==> config.mk <==
export PLATFORM = sky130hd
export DESIGN_NAME = count_seq_ctrl_flat
export DESIGN_NICKNAME = d
export VERILOG_FILES = /design/src/rtl/count_seq_ctrl_if.sv /design/src/rtl/count_seq_ctrl.sv /design/src/flat_wrapper.sv
export SDC_FILE = /design/constraint.sdc
export NUM_CORES = 1
export LEC_CHECK = 0
export ABC_AREA = 1
export BUFFER_PORTS_ARGS = -buffer_cell sky130_fd_sc_hd__buf_2
export CAP_MARGIN = 20
export CORE_MARGIN = 2
export CORE_UTILIZATION = 35
export DETAILED_ROUTE_END_ITERATION = 6
export GPL_ROUTABILITY_DRIVEN = 0
export PLACE_DENSITY_LB_ADDON = 0.1
export SLEW_MARGIN = 20
export SYNTH_ARGS = -nofsm -noshare
export SYNTH_HDL_FRONTEND = slang
export SYNTH_SLANG_ARGS = --single-unit
==> constraint.sdc <==
create_clock -name clk -period 2.66 [get_ports clk]
set_clock_uncertainty 0.05 [all_clocks]
set_input_delay 0.266 -clock clk [delete_from_list [all_inputs] [get_ports clk]]
set_output_delay 0.266 -clock clk [all_outputs]
set_load 0.05 [all_outputs]
==> src/rtl/count_seq_ctrl_if.sv <==
`default_nettype none
// ============================================================================
// Module   : count_seq_ctrl_if
// Purpose  : Button/rate/mode inputs and counter-control outputs of the
//            run-control sequencer, bundled with master/slave views.
// Revision : 1.0 - initial release
// ============================================================================
interface count_seq_ctrl_if #(
    parameter int CNT_W = 8
) ();
    logic             btn_start;
    logic             btn_stop;
    logic             btn_clr;
    logic [4:0]       s;
    logic             dir;
    logic             oneshot;
    logic [CNT_W-1:0] limit;
    logic             cnt_en;
    logic             cnt_clr;
    logic             cnt_dir;
    logic [1:0]       state;
    logic             busy;
    logic             done;

    // Driver side: buttons and configuration in, counter control back.
    modport master (
        output btn_start, btn_stop, btn_clr, s, dir, oneshot, limit,
        input  cnt_en, cnt_clr, cnt_dir, state, busy, done
    );

    // Sequencer side.
    modport slave (
        input  btn_start, btn_stop, btn_clr, s, dir, oneshot, limit,
        output cnt_en, cnt_clr, cnt_dir, state, busy, done
    );
endinterface
`default_nettype wire

==> src/rtl/count_seq_ctrl.sv <==
`default_nettype none
// ============================================================================
// Module   : count_seq_ctrl
// Purpose  : Run-control sequencer for the up/down counter. Converts start,
//            stop and clear button presses plus a rate select into one-cycle
//            count-enable and clear strobes and a latched direction. Supports
//            free-run and one-shot (limited step count) operation.
// Revision : 1.0 - initial release
// ============================================================================
module count_seq_ctrl #(
    parameter int CNT_W = 8,
    parameter int PRE_W = 32
) (
    input wire              clk,
    input wire              rst,
    count_seq_ctrl_if.slave bus
);

    typedef enum logic [1:0] {
        ST_IDLE  = 2'd0,
        ST_RUN   = 2'd1,
        ST_PAUSE = 2'd2,
        ST_DONE  = 2'd3
    } state_t;

    localparam logic [PRE_W-1:0] c_pre_one  = PRE_W'(1);
    localparam logic [CNT_W-1:0] c_step_one = CNT_W'(1);

    state_t             r_state;
    logic               r_start_d;
    logic               r_stop_d;
    logic               r_clr_d;
    logic [PRE_W-1:0]   r_pre;
    logic [CNT_W-1:0]   r_step;
    logic               r_oneshot;
    logic [CNT_W-1:0]   r_limit;
    logic               r_cnt_en;
    logic               r_cnt_clr;
    logic               r_cnt_dir;
    logic               r_busy;
    logic               r_done;

    state_t             w_state_nxt;
    logic [PRE_W-1:0]   w_pre_nxt;
    logic [CNT_W-1:0]   w_step_nxt;
    logic               w_oneshot_nxt;
    logic [CNT_W-1:0]   w_limit_nxt;
    logic               w_en_nxt;
    logic               w_clr_nxt;
    logic               w_dir_nxt;

    logic               w_start_act;
    logic               w_stop_act;
    logic               w_clr_act;
    logic [PRE_W-1:0]   w_mask;
    logic               w_tick;
    logic [CNT_W-1:0]   w_step_inc;

    // Rising-edge press detection with clr > stop > start arbitration; a lower
    // press is dropped whenever a higher one coincides, even if that higher
    // press has no effect in the current state.
    assign w_clr_act   = bus.btn_clr & ~r_clr_d;
    assign w_stop_act  = bus.btn_stop & ~r_stop_d & ~w_clr_act;
    assign w_start_act = bus.btn_start & ~r_start_d & ~w_clr_act
                         & ~(bus.btn_stop & ~r_stop_d);

    // Rate tick: low s bits of the prescaler all ones while running.
    assign w_mask     = (c_pre_one << bus.s) - c_pre_one;
    assign w_tick     = (r_state == ST_RUN) && ((r_pre & w_mask) == w_mask);
    assign w_step_inc = r_step + c_step_one;

    // State, datapath registers and registered strobes.
    always_ff @(posedge clk) begin
        if (rst) begin
            r_state   <= ST_IDLE;
            r_start_d <= 1'b0;
            r_stop_d  <= 1'b0;
            r_clr_d   <= 1'b0;
            r_pre     <= '0;
            r_step    <= '0;
            r_oneshot <= 1'b0;
            r_limit   <= '0;
            r_cnt_en  <= 1'b0;
            r_cnt_clr <= 1'b0;
            r_cnt_dir <= 1'b0;
            r_busy    <= 1'b0;
            r_done    <= 1'b0;
        end else begin
            r_state   <= w_state_nxt;
            r_start_d <= bus.btn_start;
            r_stop_d  <= bus.btn_stop;
            r_clr_d   <= bus.btn_clr;
            r_pre     <= w_pre_nxt;
            r_step    <= w_step_nxt;
            r_oneshot <= w_oneshot_nxt;
            r_limit   <= w_limit_nxt;
            r_cnt_en  <= w_en_nxt;
            r_cnt_clr <= w_clr_nxt;
            r_cnt_dir <= w_dir_nxt;
            r_busy    <= (w_state_nxt == ST_RUN);
            r_done    <= (w_state_nxt == ST_DONE);
        end
    end

    // Next-state, prescaler/step-counter and strobe decode.
    always_comb begin
        w_state_nxt   = r_state;
        w_pre_nxt     = r_pre;
        w_step_nxt    = r_step;
        w_oneshot_nxt = r_oneshot;
        w_limit_nxt   = r_limit;
        w_en_nxt      = 1'b0;
        w_clr_nxt     = 1'b0;
        w_dir_nxt     = r_cnt_dir;

        if (w_clr_act) begin
            w_state_nxt = ST_IDLE;
            w_clr_nxt   = 1'b1;
            w_pre_nxt   = '0;
            w_step_nxt  = '0;
        end else begin
            case (r_state)
                ST_IDLE, ST_DONE: begin
                    if (w_start_act) begin
                        w_dir_nxt     = bus.dir;
                        w_oneshot_nxt = bus.oneshot;
                        w_limit_nxt   = bus.limit;
                        w_pre_nxt     = '0;
                        w_step_nxt    = '0;
                        // Restarting after completion zeroes the counter.
                        w_clr_nxt     = (r_state == ST_DONE);
                        // A zero-step one-shot completes immediately.
                        if (bus.oneshot && (bus.limit == '0)) begin
                            w_state_nxt = ST_DONE;
                        end else begin
                            w_state_nxt = ST_RUN;
                        end
                    end
                end
                ST_RUN: begin
                    if (w_stop_act) begin
                        // Prescaler frozen so a resume continues the period
                        // and a coincident tick is retried after resume.
                        w_state_nxt = ST_PAUSE;
                    end else begin
                        w_pre_nxt = r_pre + c_pre_one;
                        if (w_tick) begin
                            w_en_nxt   = 1'b1;
                            w_step_nxt = w_step_inc;
                            if (r_oneshot && (w_step_inc == r_limit)) begin
                                w_state_nxt = ST_DONE;
                            end
                        end
                    end
                end
                ST_PAUSE: begin
                    if (w_start_act) begin
                        w_state_nxt = ST_RUN;
                    end
                end
                default: begin
                    w_state_nxt = ST_IDLE;
                end
            endcase
        end
    end

    assign bus.cnt_en  = r_cnt_en;
    assign bus.cnt_clr = r_cnt_clr;
    assign bus.cnt_dir = r_cnt_dir;
    assign bus.state   = r_state;
    assign bus.busy    = r_busy;
    assign bus.done    = r_done;

endmodule
`default_nettype wire

==> src/flat_wrapper.sv <==
// flat-port wrapper written by rule: the top's interface ports become plain ports
module count_seq_ctrl_flat 
#(
    parameter int CNT_W = 8,
    parameter int PRE_W = 32
)
  (clk, rst, bus_btn_start, bus_btn_stop, bus_btn_clr, bus_s, bus_dir, bus_oneshot, bus_limit, bus_cnt_en, bus_cnt_clr, bus_cnt_dir, bus_state, bus_busy, bus_done);
  count_seq_ctrl_if #(.CNT_W(CNT_W)) bus_i ();
  input wire clk;
  input wire rst;
  input wire logic [$bits(bus_i.btn_start)-1:0] bus_btn_start;
  input wire logic [$bits(bus_i.btn_stop)-1:0] bus_btn_stop;
  input wire logic [$bits(bus_i.btn_clr)-1:0] bus_btn_clr;
  input wire logic [$bits(bus_i.s)-1:0] bus_s;
  input wire logic [$bits(bus_i.dir)-1:0] bus_dir;
  input wire logic [$bits(bus_i.oneshot)-1:0] bus_oneshot;
  input wire logic [$bits(bus_i.limit)-1:0] bus_limit;
  output wire logic [$bits(bus_i.cnt_en)-1:0] bus_cnt_en;
  output wire logic [$bits(bus_i.cnt_clr)-1:0] bus_cnt_clr;
  output wire logic [$bits(bus_i.cnt_dir)-1:0] bus_cnt_dir;
  output wire logic [$bits(bus_i.state)-1:0] bus_state;
  output wire logic [$bits(bus_i.busy)-1:0] bus_busy;
  output wire logic [$bits(bus_i.done)-1:0] bus_done;
  assign bus_i.btn_start = bus_btn_start;
  assign bus_i.btn_stop = bus_btn_stop;
  assign bus_i.btn_clr = bus_btn_clr;
  assign bus_i.s = bus_s;
  assign bus_i.dir = bus_dir;
  assign bus_i.oneshot = bus_oneshot;
  assign bus_i.limit = bus_limit;
  assign bus_cnt_en = bus_i.cnt_en;
  assign bus_cnt_clr = bus_i.cnt_clr;
  assign bus_cnt_dir = bus_i.cnt_dir;
  assign bus_state = bus_i.state;
  assign bus_busy = bus_i.busy;
  assign bus_done = bus_i.done;
  count_seq_ctrl #(.CNT_W(CNT_W), .PRE_W(PRE_W)) u_core (.clk(clk), .rst(rst), .bus(bus_i));
endmodule
# Yosys cells after proc, flatten, opt, wreduce, memory -nomap -nowiden
# Index checks and enable logic that the tools add are counted.
dict set report word_totals {
  ff_bits 59
  in_bits 20
  output_inout_bits 7
  elab_cells 71
}
dict set report classes {
  add_sub_neg 3
  n_eq_ne 10
  n_shift 1
  mux 19
  bitwise 13
  reduce_logical 12
}
# cell n
set ops {}
lappend ops {{two-way mux 32 bit} 2}
lappend ops {{case mux 32 bit (2 select lines)} 1}
lappend ops {{adder 32 x 1 -> 32 bit, second input constant} 1}
lappend ops {{AND 32 bit} 1}
lappend ops {{equality test 32 bit} 1}
lappend ops {{left shift 1 x 5 -> 32 bit, first input constant} 1}
lappend ops {{subtractor 32 x 1 -> 32 bit, second input constant} 1}
lappend ops {{two-way mux 8 bit} 3}
lappend ops {{case mux 8 bit (2 select lines)} 1}
lappend ops {{two-way mux 2 bit} 7}
lappend ops {{adder 8 x 1 -> 8 bit, second input constant} 1}
lappend ops {{equality test 8 bit} 1}
lappend ops {{zero test 8 bit} 1}
lappend ops {{AND 1 bit} 6}
lappend ops {{equality test 2 bit, second input constant} 3}
lappend ops {{inverter 1 bit} 6}
lappend ops {{case mux 2 bit (3 select lines)} 1}
lappend ops {{AND reduction 3 bit} 2}
lappend ops {{equality test 2 x 1 -> 1 bit, second input constant} 2}
lappend ops {{two-way mux 1 bit} 4}
lappend ops {{inequality test 2 x 1 -> 1 bit, second input constant} 2}
lappend ops {{AND reduction 4 bit} 1}
lappend ops {{OR reduction 2 bit} 2}
lappend ops {{OR reduction 4 bit} 1}
lappend ops {{4 further kinds} 6}

# Logic depth before layout (Yosys ltp)
dict set report logic_depth {
  depth_word 10
  ltp_mapped 23
  depth_no_buf 22
}

# Worst setup path after synthesis
# No wires, ideal clock.
dict set report synth_timing {
  kind {register -> register}
  start {reg u_core.r_state[1], in the netlist u_core.bus.state[1]}
  end {reg u_core.r_pre[24]}
  setup_time_ns 0.140
  t_arrival_ns 2.585
  t_required_ns 2.470
  slack_ns -0.115
  path_stages_with_launch 16
  n_path_buf 1
  synth_period_minus_slack_ns 2.775
  cell_sequence {dfxtp_1 inv_1 ha_1 clkbuf_1 inv_1 nor2_1 nor2_1 nand3_1 nor2_1 nand2_1 nor2_1 nand2_1 nor3_1 nand2_1 nor4_1 nor3_1}
}
dict set report synth_between {
  elab_chain_cells 4
  word_cells_on_any_way 9
  cone_classes {4 x eq/ne; 1 x mux; 4 x reduce/logical}
}
# element line
set synth_rtl {}
lappend synth_rtl {{start: declaration} count_seq_ctrl.sv:29} ;# state_t r_state;
lappend synth_rtl {{start signal: assignment} count_seq_ctrl.sv:89} ;# r_state <= w_state_nxt;
lappend synth_rtl {{equality test 2 bit or zero test 2 bit (tied branches)} count_seq_ctrl.sv:122} ;# case (r_state)
lappend synth_rtl {{OR reduction 2 bit} count_seq_ctrl.sv:122}
lappend synth_rtl {{inequality test 2 x 1 -> 1 bit (no source line) or nonzero test 2 bit (tied branches)} n/a}
lappend synth_rtl {{AND reduction 3 bit (no source line)} n/a}
lappend synth_rtl {{end signal: assignment} count_seq_ctrl.sv:93} ;# r_pre <= w_pre_nxt;
lappend synth_rtl {{end: declaration} count_seq_ctrl.sv:33} ;# logic [PRE_W-1:0] r_pre;
# Several ways; a longest one is shown, not always the timed one.
# A chain may end at the register's enable or synchronous reset.

# Worst setup path after layout
dict set report layout_timing {
  start {reg u_core.r_state[0], in the netlist u_core.bus.state[0]}
  end {reg u_core.r_pre[24]}
}
# Same word-level chain as after synthesis.

==> key figures <==
Layout
  – Number of diodes: 0
  – Share of cells above drive strength 1: 0.182
  – Area grow syn2layout: 27.6%
  – Final nets: a little under 800

Placement
  – PortBufs: 26
  – Worst slack, placed: -0.165 ns
  – HPWL Detailed: slightly above 9 mm

Synth
  – Top cell type's share of synthesized area: 0.288
  – Netlist cell types: between 40 and 50
  – Count leader, synth: nand2_1
  – Warnings from Yosys: 0
  – Synth Net Count: 700
  – Register area share after synthesis: 0.288
  – Ys async rst share: 0
  – Post-Syn Instances: about 670
  – Post-Synthesis Mean Instance Area: 5.98 um2
  – #FFs+latches synth: 58
  – Post-synth EDFFs: 0
  – Ys flop type: dfxtp_1
  – Top cell type by total area after synthesis: dfxtp_1
  – Synthesized cell area: slightly above 4000 um2
  – Commonest cells post-synth: 151 x nand2_1, 107 x nor2_1, 83 x inv_1
  – Top cells by area, synth: dfxtp_1 29%, nand2_1 14%, nor2_1 10%

Global route
  – Total gr overflow: 0
  – GRT Overall Usage: 0.192
  – Initial antenna violation count: 0
  – Vias in the first global route: 4,215
  – Pin count of the biggest net entering global routing: 21
  – Global-route wire length before repair: roughly 20 mm

Route
  – Routed vias/inst: just over 5
  – Drt first-iter violations: around 300
  – Antenna viol nets, final: 0
  – Vias: ~4,600
  – WL per Instance: ~13 um
  – DRT Pass-1 Iters: 5
  – DRC violations left: 0
  – Final wirelength: around 12 mm

Power
  – Total power: between 0.002 and 0.003 W
  – VDD IR max: roughly 0.48 mV
  – Power Dens Cells: about 520 nW/um2
  – Leakage power: roughly 2.3 nW

Clock tree
  – Clk_lat worst skew: roughly 0.33 ns
  – Root buffer cell: clkbuf_16
  – H-tree Lvls: 3
  – TritonCTS buffer count: 9
  – Clk sink count: 58
  – TritonCTS clock tree: done
  – Clock transition at path regs: around 0.050 ns
  – CTS max path bufs: 2

Setup path
  – R2r worst-path depth: 15
  – Startpoint Class: register
  – CP Buf/Inv Count: 1
  – Crit end category: register
  – RR Endpoint: u_core.r_pre[24]$_SDFFE_PP0P_
  – Critical Path RT: between 2 and 3 ns
  – FF-to-FF setup slack: about 0.26 ns
  – R2R Path Start: u_core.bus.state[0]$_SDFF_PP0_
  – Maximum fanout along the worst path: 4
  – Crit Path Class: reg -> reg
  – Arr. time, crit path: about 2.6 ns
  – Max stage delay on crit path: between 0.3 and 0.4 ns
  – Setup crit start: u_core.bus.state[0]$_SDFF_PP0_
  – Crit path cell chain: inv_1, ha_1, nand2_1, nand2_1, nor2_4, nand3_1, nor2_1, nand2_1, nor2_2, nand2_1, nor3_2, nand2_1, nor2_1, a21oi_1, nor3_1
  – CP dominant cell by count: nand2_1
  – Slowest cell on the critical path: dfxtp_2
  – Crit path max-delay family: simple AND/OR/NAND/NOR gates

STA
  – Max-slew headroom: 0.582
  – Setup violations, final: 0
  – Setup_tns: 0 ns
  – RSZ-0062 raised after global routing: no
  – Worst setup margin: between 0.2 and 0.3 ns
  – Fin. max-slew vios: 0
  – Slew of the pin with the lowest slew margin: between 0.6 and 0.7 ns
  – Tmin final: around 2.4 ns
  – Fin. Hold Viols: 0
  – Final period util: 0.901
  – FMAX: 0.417 GHz

Die
  – Core Box Area: 11,300 um2
  – Starting Density: 0.356
  – DIE AREA: roughly 12,000 um2
  – Std cell rows: 39
  – Die Y: approximately 110 um
  – Num ports: 27
  – Die Wd: between 100 and 150 um

Hold path
  – Worst Hold Depth: 3
  – HP Start: bus_btn_clr
  – Hold endpoint: u_core.r_clr_d$_SDFF_PP0_
  – HP Class: in -> reg

Job
  – Total of max-cap violations: 0

Status
  – Status: completed
[through the flow]
stage	util	cells	area, um2	hold slack (ns)
6_report	0.455	900	5150	0.101
3_3_place_gp	0.417	883	4720	0.414
4_1_cts	0.448	899	5080	0.0942
2_1_floorplan	-	674	4040	0.341
5_1_grt	0.455	900	5150	0.117
3_5_place_dp	0.417	883	4720	0.414
[where the power goes]
part,switching (W),internal [W]
sequential,0.00000979,0.000888
combinational,0.000264,0.000148
clock,0.000410,0.000962
total,0.000684,0.00200
[worst register-to-register path, stage by stage (launching register included)]
cell and delay [ns]:
dfxtp_2 0.32, inv_1 0.07, ha_1 0.31, nand2_1 0.07, nand2_1 0.09, nor2_4 0.15, nand3_1 0.10, nor2_1 0.16
nand2_1 0.12, nor2_2 0.13, nand2_1 0.09, nor3_2 0.19, nand2_1 0.15, nor2_1 0.12, a21oi_1 0.08, nor3_1 0.11
[flip-flops by register name, indices dropped and copies added, names as in the netlist, 2 cells and up]
name              count
u_core.r_pre         31
u_core.r_limit        8
u_core.r_step         8
u_core.bus.state      2
[cells in the final DEF, fill, tap and decap left out, types with 4 or more instances in the layout]
cell,Yosys,routed
a21oi_1,37,37
buf_2,5,26
buf_4,1,56
clkbuf_16,0,9
dfxtp_1,58,56
ha_1,6,6
inv_1,83,83
inv_2,8,8
nand2_1,151,149
nand3_1,47,46
nand3b_1,6,6
nand4_1,47,47
nor2_1,107,102
nor2_2,5,6
nor2_4,2,6
nor3_1,23,21
nor4_1,8,6
o21ai_0,32,31
o21ai_1,4,5
xnor2_1,4,4
[routing by layer]
layer / GRT usage / wire (um)
met1: 0.270 / 5810
met2: 0.296 / 5000
met3: 0.0408 / 598
met4: 0.0560 / 174
met5: 0 / 0
[how the worst max path moves through the flow]
stage / end / slack [ns] / cells past startpoint
floorplan: u_core.r_pre[24]$_SDFFE_PP0P_ / 0.08 / 15
global placement: u_core.bus.busy$_SDFF_PP0_ / -0.1 / 21
detailed placement: u_core.r_step[7]$_SDFFE_PP0P_ / -0.16 / 20
CTS: u_core.r_pre[24]$_SDFFE_PP0P_ / 0.07 / 14
global route: u_core.r_pre[25]$_SDFFE_PP0P_ / 0.01 / 16
finish: u_core.r_pre[24]$_SDFFE_PP0P_ / 0.26 / 15
[cell families after synthesis]
logic type,count (synthesis),share of synthesized area
simple gates,407,0.458
buf+inv,110,0.106
compound gates,87,0.117
flops,58,0.288
xor+xnor,6,0.0130
fa+ha+maj,6,0.0186
[area by class of cell]
| class | instances | area, um2 |
|---|---|---|
| Clock buffer | 11 | 253 |
| Clock inverter | 5 | 100 |
| Fill cell | 1215 | 6170 |
| Inverter | 93 | 353 |
| Multi-Input combinational cell | 506 | 2510 |
| Sequential cell | 58 | 1160 |
| Tap cell | 143 | 179 |
| Timing Repair Buffer | 84 | 591 |
[what timing repair did]
action,4_1_cts,5_1_grt
resized for setup,0,17
hold buffers,0,0
endpoints found under the setup margin,0,16
buffers inserted,0,1
Note: power is estimated with default switching activity, not from simulation.
